[src/rtl/axi_lite_req_aligner.sv]
// AXI-Lite request aligner: one-entry AW/W/AR buffers, joint AW+W reissue, one txn in flight.
// Define AXI_LITE_ALIGNER_RR_EN for round-robin read/write arbitration (default: write priority).

package axi_lite_req_aligner_pkg;

  localparam int unsigned AddrW = 32;
  localparam int unsigned DataW = 32;
  localparam int unsigned StrbW = DataW / 8;

  typedef struct packed {
    logic [AddrW-1:0] addr;
    logic [2:0]       prot;
  } aw_chan_t;

  typedef struct packed {
    logic [DataW-1:0] data;
    logic [StrbW-1:0] strb;
  } w_chan_t;

  typedef struct packed {
    logic [1:0] resp;
  } b_chan_t;

  typedef struct packed {
    logic [AddrW-1:0] addr;
    logic [2:0]       prot;
  } ar_chan_t;

  typedef struct packed {
    logic [DataW-1:0] data;
    logic [1:0]       resp;
  } r_chan_t;

  typedef struct packed {
    aw_chan_t aw;
    logic     aw_valid;
    w_chan_t  w;
    logic     w_valid;
    logic     b_ready;
    ar_chan_t ar;
    logic     ar_valid;
    logic     r_ready;
  } axi_lite_req_t;

  typedef struct packed {
    logic    aw_ready;
    logic    w_ready;
    b_chan_t b;
    logic    b_valid;
    logic    ar_ready;
    r_chan_t r;
    logic    r_valid;
  } axi_lite_rsp_t;

endpackage

module axi_lite_req_aligner #(
  parameter int unsigned AddrWidth = 32,
  parameter int unsigned DataWidth = 32,
  parameter type axi_lite_req_t =
    axi_lite_req_aligner_pkg::axi_lite_req_t,
  parameter type axi_lite_rsp_t =
    axi_lite_req_aligner_pkg::axi_lite_rsp_t
) (
  input  logic          clk_i,
  input  logic          rst_ni,
  input  axi_lite_req_t slv_req_i,
  output axi_lite_rsp_t slv_rsp_o,
  output axi_lite_req_t mst_req_o,
  input  axi_lite_rsp_t mst_rsp_i
);

  localparam int unsigned StrbWidth = DataWidth / 8;

  typedef enum logic [2:0] {
    S_IDLE,
    S_WR_ISSUE,
    S_RD_ISSUE,
    S_WR_RESP,
    S_RD_RESP
  } state_e;

  state_e r_state;
  state_e w_state_nxt;

  logic r_aw_full;
  logic r_w_full;
  logic r_ar_full;
  logic r_aw_sent;
  logic r_w_sent;

  logic [AddrWidth-1:0] r_aw_addr;
  logic [2:0]           r_aw_prot;
  logic [DataWidth-1:0] r_w_data;
  logic [StrbWidth-1:0] r_w_strb;
  logic [AddrWidth-1:0] r_ar_addr;
  logic [2:0]           r_ar_prot;

  logic w_idle;
  logic w_in_wr;
  logic w_in_rd;
  logic w_aw_load;
  logic w_w_load;
  logic w_ar_load;
  logic w_aw_hs;
  logic w_w_hs;
  logic w_ar_hs;
  logic w_b_hs;
  logic w_r_hs;
  logic w_wr_done;
  logic w_wr_rdy;
  logic w_rd_rdy;
  logic w_grant_wr;
  logic w_grant_rd;

  assign w_idle  = (r_state == S_IDLE);
  assign w_in_wr = (r_state == S_WR_ISSUE);
  assign w_in_rd = (r_state == S_RD_ISSUE);

  // ready is ~full, so a load can never meet a free on the same buffer
  assign w_aw_load = slv_req_i.aw_valid & ~r_aw_full;
  assign w_w_load  = slv_req_i.w_valid & ~r_w_full;
  assign w_ar_load = slv_req_i.ar_valid & ~r_ar_full;

  assign w_aw_hs = w_in_wr & ~r_aw_sent
                 & mst_rsp_i.aw_ready;
  assign w_w_hs  = w_in_wr & ~r_w_sent
                 & mst_rsp_i.w_ready;
  assign w_ar_hs = w_in_rd & mst_rsp_i.ar_ready;

  assign w_wr_done = w_in_wr
                   & (r_aw_sent | w_aw_hs)
                   & (r_w_sent | w_w_hs);

  assign w_b_hs = (r_state == S_WR_RESP)
                & mst_rsp_i.b_valid
                & slv_req_i.b_ready;
  assign w_r_hs = (r_state == S_RD_RESP)
                & mst_rsp_i.r_valid
                & slv_req_i.r_ready;

  // look ahead at this cycle's loads so issue follows capture by one cycle
  assign w_wr_rdy = (r_aw_full | w_aw_load)
                  & (r_w_full | w_w_load);
  assign w_rd_rdy = r_ar_full | w_ar_load;

`ifdef AXI_LITE_ALIGNER_RR_EN
  logic r_last_grant;

  assign w_grant_wr = w_idle & w_wr_rdy
                    & (~w_rd_rdy | r_last_grant);

  // 1 = read granted last
  always_ff @(posedge clk_i or negedge rst_ni) begin
    if (!rst_ni) begin
      r_last_grant <= 1'b1;
    end else if (w_grant_wr | w_grant_rd) begin
      r_last_grant <= w_grant_rd;
    end
  end
`else
  assign w_grant_wr = w_idle & w_wr_rdy;
`endif

  assign w_grant_rd = w_idle & w_rd_rdy & ~w_grant_wr;

  always_ff @(posedge clk_i or negedge rst_ni) begin
    if (!rst_ni) begin
      r_aw_full <= 1'b0;
      r_aw_addr <= '0;
      r_aw_prot <= '0;
    end else if (w_aw_load) begin
      r_aw_full <= 1'b1;
      r_aw_addr <= slv_req_i.aw.addr;
      r_aw_prot <= slv_req_i.aw.prot;
    end else if (w_wr_done) begin
      r_aw_full <= 1'b0;
    end
  end

  always_ff @(posedge clk_i or negedge rst_ni) begin
    if (!rst_ni) begin
      r_w_full <= 1'b0;
      r_w_data <= '0;
      r_w_strb <= '0;
    end else if (w_w_load) begin
      r_w_full <= 1'b1;
      r_w_data <= slv_req_i.w.data;
      r_w_strb <= slv_req_i.w.strb;
    end else if (w_wr_done) begin
      r_w_full <= 1'b0;
    end
  end

  always_ff @(posedge clk_i or negedge rst_ni) begin
    if (!rst_ni) begin
      r_ar_full <= 1'b0;
      r_ar_addr <= '0;
      r_ar_prot <= '0;
    end else if (w_ar_load) begin
      r_ar_full <= 1'b1;
      r_ar_addr <= slv_req_i.ar.addr;
      r_ar_prot <= slv_req_i.ar.prot;
    end else if (w_ar_hs) begin
      r_ar_full <= 1'b0;
    end
  end

  always_ff @(posedge clk_i or negedge rst_ni) begin
    if (!rst_ni) begin
      r_aw_sent <= 1'b0;
      r_w_sent  <= 1'b0;
    end else if (w_wr_done) begin
      r_aw_sent <= 1'b0;
      r_w_sent  <= 1'b0;
    end else begin
      if (w_aw_hs) r_aw_sent <= 1'b1;
      if (w_w_hs)  r_w_sent  <= 1'b1;
    end
  end

  always_ff @(posedge clk_i or negedge rst_ni) begin
    if (!rst_ni) begin
      r_state <= S_IDLE;
    end else begin
      r_state <= w_state_nxt;
    end
  end

  always_comb begin
    w_state_nxt = r_state;
    unique case (r_state)
      S_IDLE: begin
        if (w_grant_wr) begin
          w_state_nxt = S_WR_ISSUE;
        end else if (w_grant_rd) begin
          w_state_nxt = S_RD_ISSUE;
        end
      end
      S_WR_ISSUE: begin
        if (w_wr_done) w_state_nxt = S_WR_RESP;
      end
      S_RD_ISSUE: begin
        if (w_ar_hs) w_state_nxt = S_RD_RESP;
      end
      S_WR_RESP: begin
        if (w_b_hs) w_state_nxt = S_IDLE;
      end
      S_RD_RESP: begin
        if (w_r_hs) w_state_nxt = S_IDLE;
      end
      default: w_state_nxt = S_IDLE;
    endcase
  end

  always_comb begin
    slv_rsp_o = '0;
    mst_req_o = '0;

    slv_rsp_o.aw_ready = ~r_aw_full;
    slv_rsp_o.w_ready  = ~r_w_full;
    slv_rsp_o.ar_ready = ~r_ar_full;

    mst_req_o.aw.addr = r_aw_addr;
    mst_req_o.aw.prot = r_aw_prot;
    mst_req_o.w.data  = r_w_data;
    mst_req_o.w.strb  = r_w_strb;
    mst_req_o.ar.addr = r_ar_addr;
    mst_req_o.ar.prot = r_ar_prot;

    unique case (r_state)
      S_WR_ISSUE: begin
        mst_req_o.aw_valid = ~r_aw_sent;
        mst_req_o.w_valid  = ~r_w_sent;
      end
      S_RD_ISSUE: begin
        mst_req_o.ar_valid = 1'b1;
      end
      S_WR_RESP: begin
        slv_rsp_o.b       = mst_rsp_i.b;
        slv_rsp_o.b_valid = mst_rsp_i.b_valid;
        mst_req_o.b_ready = slv_req_i.b_ready;
      end
      S_RD_RESP: begin
        slv_rsp_o.r       = mst_rsp_i.r;
        slv_rsp_o.r_valid = mst_rsp_i.r_valid;
        mst_req_o.r_ready = slv_req_i.r_ready;
      end
      default: ;
    endcase
  end

endmodule
[config.mk]
export PLATFORM = sky130hd
export DESIGN_NAME = axi_lite_req_aligner
export DESIGN_NICKNAME = d
export VERILOG_FILES = /design/src/rtl/axi_lite_req_aligner.sv
export SDC_FILE = /design/constraint.sdc
export NUM_CORES = 1
export LEC_CHECK = 0
export ABC_AREA = 0
export CAP_MARGIN = 20
export CORE_AREA = 2 2 119 121
export CTS_CLUSTER_DIAMETER = 200
export DETAILED_ROUTE_END_ITERATION = 8
export DIE_AREA = 0 0 121 123
export PLACE_DENSITY_LB_ADDON = 0.08
export SETUP_SLACK_MARGIN = 0.5
export SLEW_MARGIN = 20
export SYNTH_ARGS = -nofsm -noshare
export SYNTH_HDL_FRONTEND = slang
export SYNTH_SLANG_ARGS = --single-unit
[constraint.sdc]
create_clock -name clk_i -period 4.1 [get_ports clk_i]
set_input_delay 0.615 -clock clk_i [delete_from_list [all_inputs] [get_ports clk_i]]
set_output_delay 0.615 -clock clk_i [all_outputs]
set_load 0.01 [all_outputs]
Word-level counts from Yosys, hierarchy flattened
Cells that the tools add are included.
{"block": "totals", "inputBits": 154, "out_inout_bits": 152, "register_bits": 114, "elab_cells": 80}
{"block": "classes", "n_reduce_logical": 7, "bitwise": 29, "muxes": 23, "n_eq_ne": 9}
{"op": "$mux W35", "count": 1}
{"op": "$mux W3", "count": 7}
{"op": "$and A1 B1 Y1", "count": 18}
{"op": "$pmux W3 S5", "count": 1}
{"op": "$mux W1", "count": 14}
{"op": "$reduce_bool A2 Y1", "count": 5}
{"op": "$eq A3 B2 Y1 const B", "count": 2}
{"op": "$not A1 Y1", "count": 6}
{"op": "$or A1 B1 Y1", "count": 5}
{"op": "$reduce_and A5 Y1", "count": 1}
{"op": "$ne A2 B1 Y1 const B", "count": 2}
{"op": "$ne A2 B2 Y1 const B", "count": 2}
{"op": "$eq A3 B1 Y1 const B", "count": 1}
{"op": "$eq A3 B3 Y1 const B", "count": 1}
{"op": "$logic_not A3 Y1", "count": 1}
{"op": "$ne A3 B1 Y1 const B", "count": 1}

Depth between registers and ports, before layout
Gate-level depths: netlist of run 1.
{"block": "depth", "ltp_word": 10, "ltp_mapped": 4, "depth_no_buf": 3}

Least setup slack after synthesis of run 1
Ideal clock, no wire load.
{"block": "synth_timing", "kind": "reg-to-output", "startpoint": "register r_state[1]", "endpoint": "output port slv_rsp_o[10] in the netlist's numbering", "path_buffers": 1, "slack_ps": 2380, "arrival_time_ps": 1105, "stages_incl_launch_ff": 4, "cell_sequence": "dfrtp_1 nor3b_4 clkbuf_2 and2_1"}
{"element": "from (decl)", "line": "83", "rtl": "state_e r_state;"}
{"element": "from (signal assigned)", "line": "226", "rtl": "r_state <= w_state_nxt;"}
{"element": "to (decl)", "line": "68", "rtl": "output axi_lite_rsp_t slv_rsp_o,"}

==> reports/metrics.yaml, run 1 <==
ys_seq_area_frac: 0.613
wl_met2_um: 7030
finalClockSkew_ns: 0.00532
pwr_density_cell_nw_per_um2: 698
final_common_cell: "clkdlybuf4s50_1"
wl_per_cell_um: 16.8
cts_buffers: 17
cts_resized: 0
setup_violations: 0
vias: 3714
rsz0062_at_grt: "false"
route.layer.met1.wl_um: 5110
clk_path_buf_depth: 2
drc: 0
min_period_ns: 3.15
io-pin-count: 306
num-nets-final: 782
drive_gt1_frac: 0.231
worstPathCellList: "nor3b_4 > and2_1 > clkdlybuf4s50_1"
clkSinkCount: 114
syn-num-nets: 473
grt_start_max_net_pins: 61
root_buffer: "clkbuf_16"
ant_nets: 0
critPathRequiredTime_ns: 3.48
grt_antenna_before_repair: 0
diodes: 0
die_h_um: 123
cp-end-kind: "primary output"
total_power_mw: 5.87
critPathMaxStageDelay_ns: 0.82
arrival_ns: 2.53
viasPerCell: 4.52
die_x_um: 121
grt_overflow_total: 0
ir_worst_vdd_mv: 0.379
status: "completed"
crit_buf_inv: 1
worst_slew_pin_slew_ns: 1.03
cts_hold_buffers: 0
avgSynthCellArea_sq_um: 14.6
fmax_mhz: 318
ys_types: 25
slew_violations: 0
slowest_stage: "nor3b_4"
num_rows: 43
cts.htree.levels: 4
dp_hpwl_um: 10500
clock_latency_ns: 0.41
start_util: 0.342
p_switching_mw: 1.73
top_layer_used: "met4"
r2r_slack_ns: 2.29
finalHoldViolCount: 0
yosys_register_bits: 114
wl_um: 13800
synth_cells: 319
cp-start-kind: "flop"
path_max_fanout: 37
critPathTopFamily: "simple AND/OR/NAND/NOR gates"
ys_warn_count: 0
grt_first_pass_wirelength_um: 21100
cts_tree: "built"
place.port_buffers: 305
swShare: 0.294
syn-cell-area_sq_um: 4650
core_area_sq_um: 13600
p_leak_nw: 3.47
p_seq_frac: 0.342
fillCellCount: 1103
min_path_type: "input pin to async pin"
p_int_mw: 4.15
grt_pass1_vias: 4001
layout_common_cells: "clkdlybuf4s50_1 (304), dfrtp_1 (114), mux2_2 (106)"
firstDrtPassIters: 4
cts_setup_buffers: 0
critPathKind: "flop to primary output"
wl_met3_um: 1350
pwr-share-comb: 0.426
drt_iter0_drc: 88
final.setup.tns_ns: 0
gp_congestion: 0.778
synthToLayoutAreaGrowth_pct: 80.8
track_usage: 0.187
slew_headroom: 0.314
die_area_sq_um: 14900
pwr-share-clk: 0.232
clkTransAtPathRegs_ns: 0.05
post-route-period-util: 0.768
maxCapViolations: 0
-- registers in the layout, summed over array words and instances, names as in the netlist --
name and flops:
r_aw_full 1, r_w_data 32, r_ar_prot 3, r_ar_addr 32, r_w_full 1, r_w_strb 4, r_aw_prot 3, r_aw_sent 1
r_aw_addr 32, r_w_sent 1, r_ar_full 1, r_state 3
-- cell type report --
| class | instances | area (sq um) | area share |
|---|---|---|---|
| Timing Repair Buffer | 307 | 3070 | 0.364 |
| Multi-Input combinational cell | 184 | 1700 | 0.202 |
| Clock buffer | 19 | 443 | 0.0526 |
| Inverter | 4 | 15.0 | 0.00178 |
| Clock inverter | 13 | 113 | 0.0134 |
| Sequential cell | 114 | 2850 | 0.339 |
| Tap cell | 180 | 225 | 0.0268 |
-- power by group through the flow --
stage / clock network [mW] / registers (mW) / logic (mW)
floorplan: 0 / 2.24 / 0.790
global placement: 0 / 1.99 / 2.51
detailed placement: 0 / 2.02 / 2.54
CTS: 1.40 / 2.02 / 2.55
global route: 1.45 / 2.09 / 2.68
finish: 1.36 / 2.01 / 2.50
-- synth_stat cells --
library cell  instances  area share
nor3_4                1      0.0035
nor4_1                1      0.0013
o21ai_0               1      0.0011
dfrtp_1             114        0.61
nand2b_1              2      0.0027
and2_1               37       0.050
a211o_2               1      0.0022
a21o_1                1      0.0016
buf_4                 9       0.015
nor3b_4               1      0.0040
and3_1                4      0.0054
buf_2                 4      0.0043
nor2b_1               3      0.0040
and3_2                1      0.0016
nor2_1               11      0.0089
nand2_1               2      0.0016
nor3b_1               2      0.0032
a21oi_1               6      0.0065
mux2_2              106        0.26
clkbuf_2              4      0.0043
inv_1                 4      0.0032
nand3_1               1      0.0011
o22ai_1               1      0.0013
and2b_1               1      0.0016
or3b_4                1      0.0024
-- cell families after synthesis --
kind of cell	count (synthesis)	synth area share
AOI/OAI and AO/OA	10	0.0126
and+or+nand+nor	68	0.0912
DFF	114	0.613
buffers and inverters	21	0.0264
muxes	106	0.257
-- stage by stage --
| step | cells | instance area, sq um | setup slack, ns | hold slack [ns] | util |
|---|---|---|---|---|---|
| after floorplan | 319 | 4650 | 2.38 | 0.319 | - |
| after global placement | 789 | 7860 | 1.55 | 0.489 | 0.577 |
| after detailed placement | 789 | 7860 | 1.39 | 0.494 | 0.577 |
| after CTS | 821 | 8410 | 0.941 | 0.304 | 0.618 |
| after global routing | 821 | 8410 | 0.794 | 0.325 | 0.618 |
| final | 821 | 8410 | 0.952 | 0.269 | 0.618 |
-- layer usage --
| metal | vias up | GRT usage |
|---|---|---|
| li1 | 1718 | - |
| met1 | 1809 | 0.200 |
| met2 | 164 | 0.320 |
| met3 | 23 | 0.0835 |
| met4 | 0 | 0.0799 |
| met5 | - | 0 |
-- path summary, 6_finish.rpt --
kind | startpoint | endpoint | cells past startpoint
worst min register to register | r_ar_addr[23] | r_ar_addr[23] | 1
worst max-delay path | r_state[0] | slv_rsp_o[19] | 3
max in group asynchronous | rst_ni | r_aw_addr[31] | 2
worst max register to register | r_w_full | r_w_data[4] | 2
worst min-delay path | rst_ni | r_ar_addr[12] | 1
min in group clk_i | r_ar_addr[23] | r_ar_addr[23] | 1
Note: power is estimated with default switching activity, not from simulation.
==> run 2, diff against run 1 <==
--- a/config.mk
+++ b/config.mk
@@ -7,10 +7,10 @@
 export LEC_CHECK = 0
 export ABC_AREA = 0
 export CAP_MARGIN = 20
-export CORE_AREA = 2 2 119 121
+export CORE_MARGIN = 2
+export CORE_UTILIZATION = 33
 export CTS_CLUSTER_DIAMETER = 200
 export DETAILED_ROUTE_END_ITERATION = 8
-export DIE_AREA = 0 0 121 123
 export PLACE_DENSITY_LB_ADDON = 0.08
 export SETUP_SLACK_MARGIN = 0.5
 export SLEW_MARGIN = 20
==> constraint.sdc (replaced) <==
create_clock -name clk_i -period 2.7 [get_ports clk_i]
set_input_delay 0.405 -clock clk_i [delete_from_list [all_inputs] [get_ports clk_i]]
set_output_delay 0.405 -clock clk_i [all_outputs]
set_load 0.01 [all_outputs]
==> reports/metrics.yaml, run 2 (synthesis gave the netlist of run 1 again) <==
start_util: 0.336
track_usage: 0.178
setup_violations: 0
path_max_fanout: 18
cp-end-kind: "primary output"
fin_cells: 831
arrival_ns: 1.73
num-nets-final: 793
core_area_sq_um: 13800
crit-reg2reg-capture: "r_ar_prot[2]"
drt_iter0_drc: 79
ir_worst_vdd_mv: 0.545
slowest_stage: "dfrtp_2"
grt_overflow_total: 0
layout_common_cells: "clkdlybuf4s50_1 (261), dfrtp_1 (111), mux2_2 (106)"
worst_slew_pin_slew_ns: 0.808
fillCellCount: 1087
finalClockSkew_ns: 0.00525
slew_violations: 0
place_ws_ns: 0.580
clk_path_buf_depth: 2
pwr_density_cell_nw_per_um2: 1070
cts_tree: "built"
num_rows: 43
grt_pass1_vias: 3901
die_h_um: 123
clkSinkCount: 114
ant_nets: 0
critPathMaxStageDelay_ns: 0.44
root_buffer: "clkbuf_16"
clock_latency_ns: 0.41
cts_buffers: 17
slew_headroom: 0.461
grt_antenna_before_repair: 0
die_area_sq_um: 15100
clkTransAtPathRegs_ns: 0.05
worstPathCellList: "nor3b_4 > buf_4 > buf_16 > and2_1 > dlygate4sd2_1"
die_x_um: 123
reg.largest.list: "r_ar_addr (32), r_aw_addr (32), r_w_data (32)"
status: "completed"
synthToLayoutAreaGrowth_pct: 84.5
wl_per_cell_um: 16.1
final.setup.tns_ns: 0
diodes: 0
post-route-period-util: 0.790
vias: 3712
viasPerCell: 4.47
total_power_mw: 9.17
register_area_sq_um: 2860
dp_hpwl_um: 10100
rr_startpoint: "r_ar_full"
gp_congestion: 0.716
fmax_mhz: 469
r2r_slack_ns: 1.16
place.port_buffers: 305
reg2reg_depth: 3
p_leak_nw: 3.68
firstDrtPassIters: 4
min_path_type: "input pin to async pin"
maxCapViolations: 0
drive_gt1_frac: 0.244
critPathRequiredTime_ns: 2.30
rsz0062_at_grt: "true"
finalHoldViolCount: 0
numPlacedInstances: 793
grt_first_pass_wirelength_um: 19900
grt_start_max_net_pins: 63
min_period_ns: 2.13
io-pin-count: 306
wl_um: 13400
final_common_cell: "clkdlybuf4s50_1"
multi_input_area_sq_um: 1700
drc: 0
cts.htree.levels: 4
setup_slack_ns: 0.567
cp-start-kind: "flop"
critPathKind: "flop to primary output"
## run 2: cell count changes in the layout (fill, tap and decap cells not counted), moves of 3 or more
cell,delta
clkdlybuf4s50_1,-43
clkdlybuf4s15_1,+22
dlygate4sd2_1,+21
buf_4,+7
buf_12,+3
bufinv_16,+3
dfrtp_1,-3
dfrtp_2,+3
## run 2: power breakdown
group / internal, mW / switching, mW / total [mW]
clock: 1.56 / 0.751 / 2.31
combinational: 2.46 / 1.38 / 3.84
sequential: 2.57 / 0.458 / 3.03
## run 2: layout make-up
cell class                 count  area share
timing repair buffer         318       0.370
tap                          180      0.0262
inverter                       4     0.00175
multi-input combinational    184       0.198
sequential                   114       0.333
clock buffer                  21      0.0525
clock inverter                10      0.0185
## run 2: worst max-delay path by stage
stage               start       endpoint  slack [ns]  cells after the start
3_5_place_dp   r_state[0]  slv_rsp_o[25]        0.58                      4
2_1_floorplan  r_state[1]  slv_rsp_o[10]        1.19                      3
6_report       r_state[2]   slv_rsp_o[0]        0.57                      5
3_3_place_gp   r_state[0]  slv_rsp_o[32]        0.61                      4
5_1_grt        r_state[0]  slv_rsp_o[25]        0.49                      5
4_1_cts        r_state[2]   slv_rsp_o[0]        0.54                      5
## run 2: layer usage
layer,global-route usage,share of wire,vias up
met3,0.0878,0.11,27
li1,-,-,1739
met1,0.173,0.35,1773
met5,0,0,-
met2,0.309,0.51,173
met4,0.0898,0.026,0
## run 2: repair_timing
action                                  in CTS  in global routing
buffers inserted                             6                  0
hold endpoints to repair                     0                  0
endpoints found under the setup margin      43                 22
cloned                                       1                  0
gates resized for setup                     50                 22
hold buffers                                 0                  0
pin swaps                                    1                  0
## run 2: per-stage QoR
stage / cell area [sq um] / utilization / hold WS (ns)
finish: 8580 / 0.621 / 0.0802
CTS: 8560 / 0.619 / 0.110
global route: 8580 / 0.621 / 0.139
global placement: 7910 / 0.572 / 0.488
detailed placement: 7910 / 0.572 / 0.495
floorplan: 4650 / - / 0.109
## run 2: worst max-delay path, delay by kind of cell (launching register included)
| family | cells | cell delay (ns) |
|---|---|---|
| flip-flops | 1 | 0.44 |
| AND/OR/NAND/NOR | 2 | 0.32 |
| buffers and inverters | 3 | 0.57 |
==> run 3, diff against run 2 <==
--- a/config.mk
+++ b/config.mk
@@ -8,7 +8,7 @@
 export ABC_AREA = 0
 export CAP_MARGIN = 20
 export CORE_MARGIN = 2
-export CORE_UTILIZATION = 33
+export CORE_UTILIZATION = 36
 export CTS_CLUSTER_DIAMETER = 200
 export DETAILED_ROUTE_END_ITERATION = 8
 export PLACE_DENSITY_LB_ADDON = 0.08
==> constraint.sdc (replaced) <==
create_clock -name clk_i -period 2.2 [get_ports clk_i]
set_input_delay 0.33 -clock clk_i [delete_from_list [all_inputs] [get_ports clk_i]]
set_output_delay 0.33 -clock clk_i [all_outputs]
set_load 0.01 [all_outputs]
==> reports/metrics.yaml, run 3 (synthesis gave the netlist of run 1 again) <==
violations: "negative hold slack"
pwr_density_cell_nw_per_um2: 1300
grt_antenna_before_repair: 0
p_switching_mw: 3.25
fillCellCount: 966
slew_headroom: 0.593
placed_area_sq_um: 7930
root_buffer: "clkbuf_16"
viasPerCell: 4.54
cts_tree: "built"
place.port_buffers: 305
path_max_fanout: 5
setup_violations: 0
track_usage: 0.211
cts_buffers: 17
pwr-share-clk: 0.232
reg.largest.list: "r_ar_addr (32), r_aw_addr (32), r_w_data (32)"
layout_common_cells: "clkdlybuf4s50_1 (249), dfrtp_1 (111), mux2_2 (106)"
final_common_cell: "clkdlybuf4s50_1"
swShare: 0.290
grt_first_pass_wirelength_um: 22700
core_area_sq_um: 12600
io-pin-count: 306
critPathKind: "flop to primary output"
grt_start_max_net_pins: 115
vias: 3804
dp_hpwl_um: 10300
postLayoutCellArea_sq_um: 8660
gp_congestion: 0.792
finalClockSkew_ns: 0.00387
clkSinkCount: 114
rsz0062_at_grt: "true"
critPathRequiredTime_ns: 1.87
die_h_um: 118
pwr-share-comb: 0.437
numPlacedInstances: 785
diodes: 0
holdWs_ns: -0.00415
cp-start-kind: "flop"
grt_overflow_total: 0
die_x_um: 118
num_rows: 41
fin_cells: 837
die_area_sq_um: 13800
drive_gt1_frac: 0.347
cp-end-kind: "primary output"
firstDrtPassIters: 4
status: "finished with violations"
num-nets-final: 806
post-route-period-util: 0.896
cts.htree.levels: 4
wl_um: 14400
fmax_mhz: 507
grt_pass1_vias: 4096
min_period_ns: 1.97
ir_worst_vdd_mv: 0.686
synthToLayoutAreaGrowth_pct: 86.1
drc: 0
slew_violations: 0
p_seq_frac: 0.331
final.setup.tns_ns: 0
clock_latency_ns: 0.40
cts_hold_buffers: 0
min_path_type: "input pin to async pin"
start_util: 0.369
worst_slew_pin_slew_ns: 0.610
clkTransAtPathRegs_ns: 0.05
arrival_ns: 1.64
finalHoldViolCount: 1
maxCapViolations: 0
p_leak_nw: 3.83
clk_path_buf_depth: 2
p_int_mw: 7.97
drt_iter0_drc: 164
wl_per_cell_um: 17.2
ant_nets: 0
## run 3: cell count changes in the layout (fill, tap and decap cells not counted), sizes merged
cell	change
buf	+55
bufinv	-3
clkbuf	+4
clkdlybuf4s15	-22
clkdlybuf4s50	-12
clkinvlp	+1
dlygate4sd2	-16
dlymetal6s2s	+7
## run 3: through the flow
stage	power, mW	util	hold slack (ns)	setup WS (ns)
after floorplan	5.65	-	0.0344	0.765
after global placement	8.41	0.628	0.466	0.244
after detailed placement	8.54	0.628	0.467	0.209
final	11.2	0.686	-0.00415	0.228
after CTS	11.3	0.671	0.0264	0.261
after global routing	11.9	0.686	0.0394	0.158
## run 3: cell type report
class                      instances  area, sq um  share of cell area
tap                              172          215              0.0249
multi-input combinational        184         1750               0.202
timing repair buffer             331         3240               0.374
inverter                           4         15.0             0.00173
clock buffer                      24          502              0.0579
sequential                       114         2860               0.330
clock inverter                     8         76.3             0.00882
## run 3: worst paths after layout
| check | from | cells past startpoint | slack, ns | endpoint |
|---|---|---|---|---|
| max in group asynchronous | rst_ni | 2 | 1.73 | r_ar_prot[0] |
| hold reg to reg | r_ar_addr[2] | 1 | 0.50 | r_ar_addr[2] |
| setup / recovery | r_state[1] | 5 | 0.23 | slv_rsp_o[38] |
| setup reg to reg | r_state[0] | 6 | 0.66 | r_state[1] |
| min in group clk_i | r_ar_addr[2] | 1 | 0.50 | r_ar_addr[2] |
| hold / removal | rst_ni | 2 | -0.004 | r_aw_addr[19] |
## run 3: routing by layer
| layer | vias up | global-route usage | part of all wire |
|---|---|---|---|
| li1 | 1764 | - | - |
| met1 | 1842 | 0.224 | 0.37 |
| met2 | 175 | 0.369 | 0.52 |
| met3 | 23 | 0.0945 | 0.090 |
| met4 | 0 | 0.0753 | 0.020 |
| met5 | - | 0 | 0 |
## run 3: power by group through the flow
stage	sequential (mW)	combinational [mW]	clock, mW
after floorplan	4.18	1.47	0
after global placement	3.70	4.72	0
after detailed placement	3.77	4.78	0
after CTS	3.73	4.85	2.68
after global routing	3.87	5.22	2.77
final	3.72	4.90	2.61
## run 3: critical path, cell delays in order, from the launching register on
cell,delay (ns)
dfrtp_2,0.43
buf_4,0.15
buf_6,0.11
and2b_2,0.22
and3_1,0.18
buf_2,0.14
## run 3: repair_timing
action,4_1_cts,5_1_grt
pin swaps,5,7
cloned,2,2
setup buffers,12,4
endpoints found under the setup margin,48,50
gates resized for setup,193,31
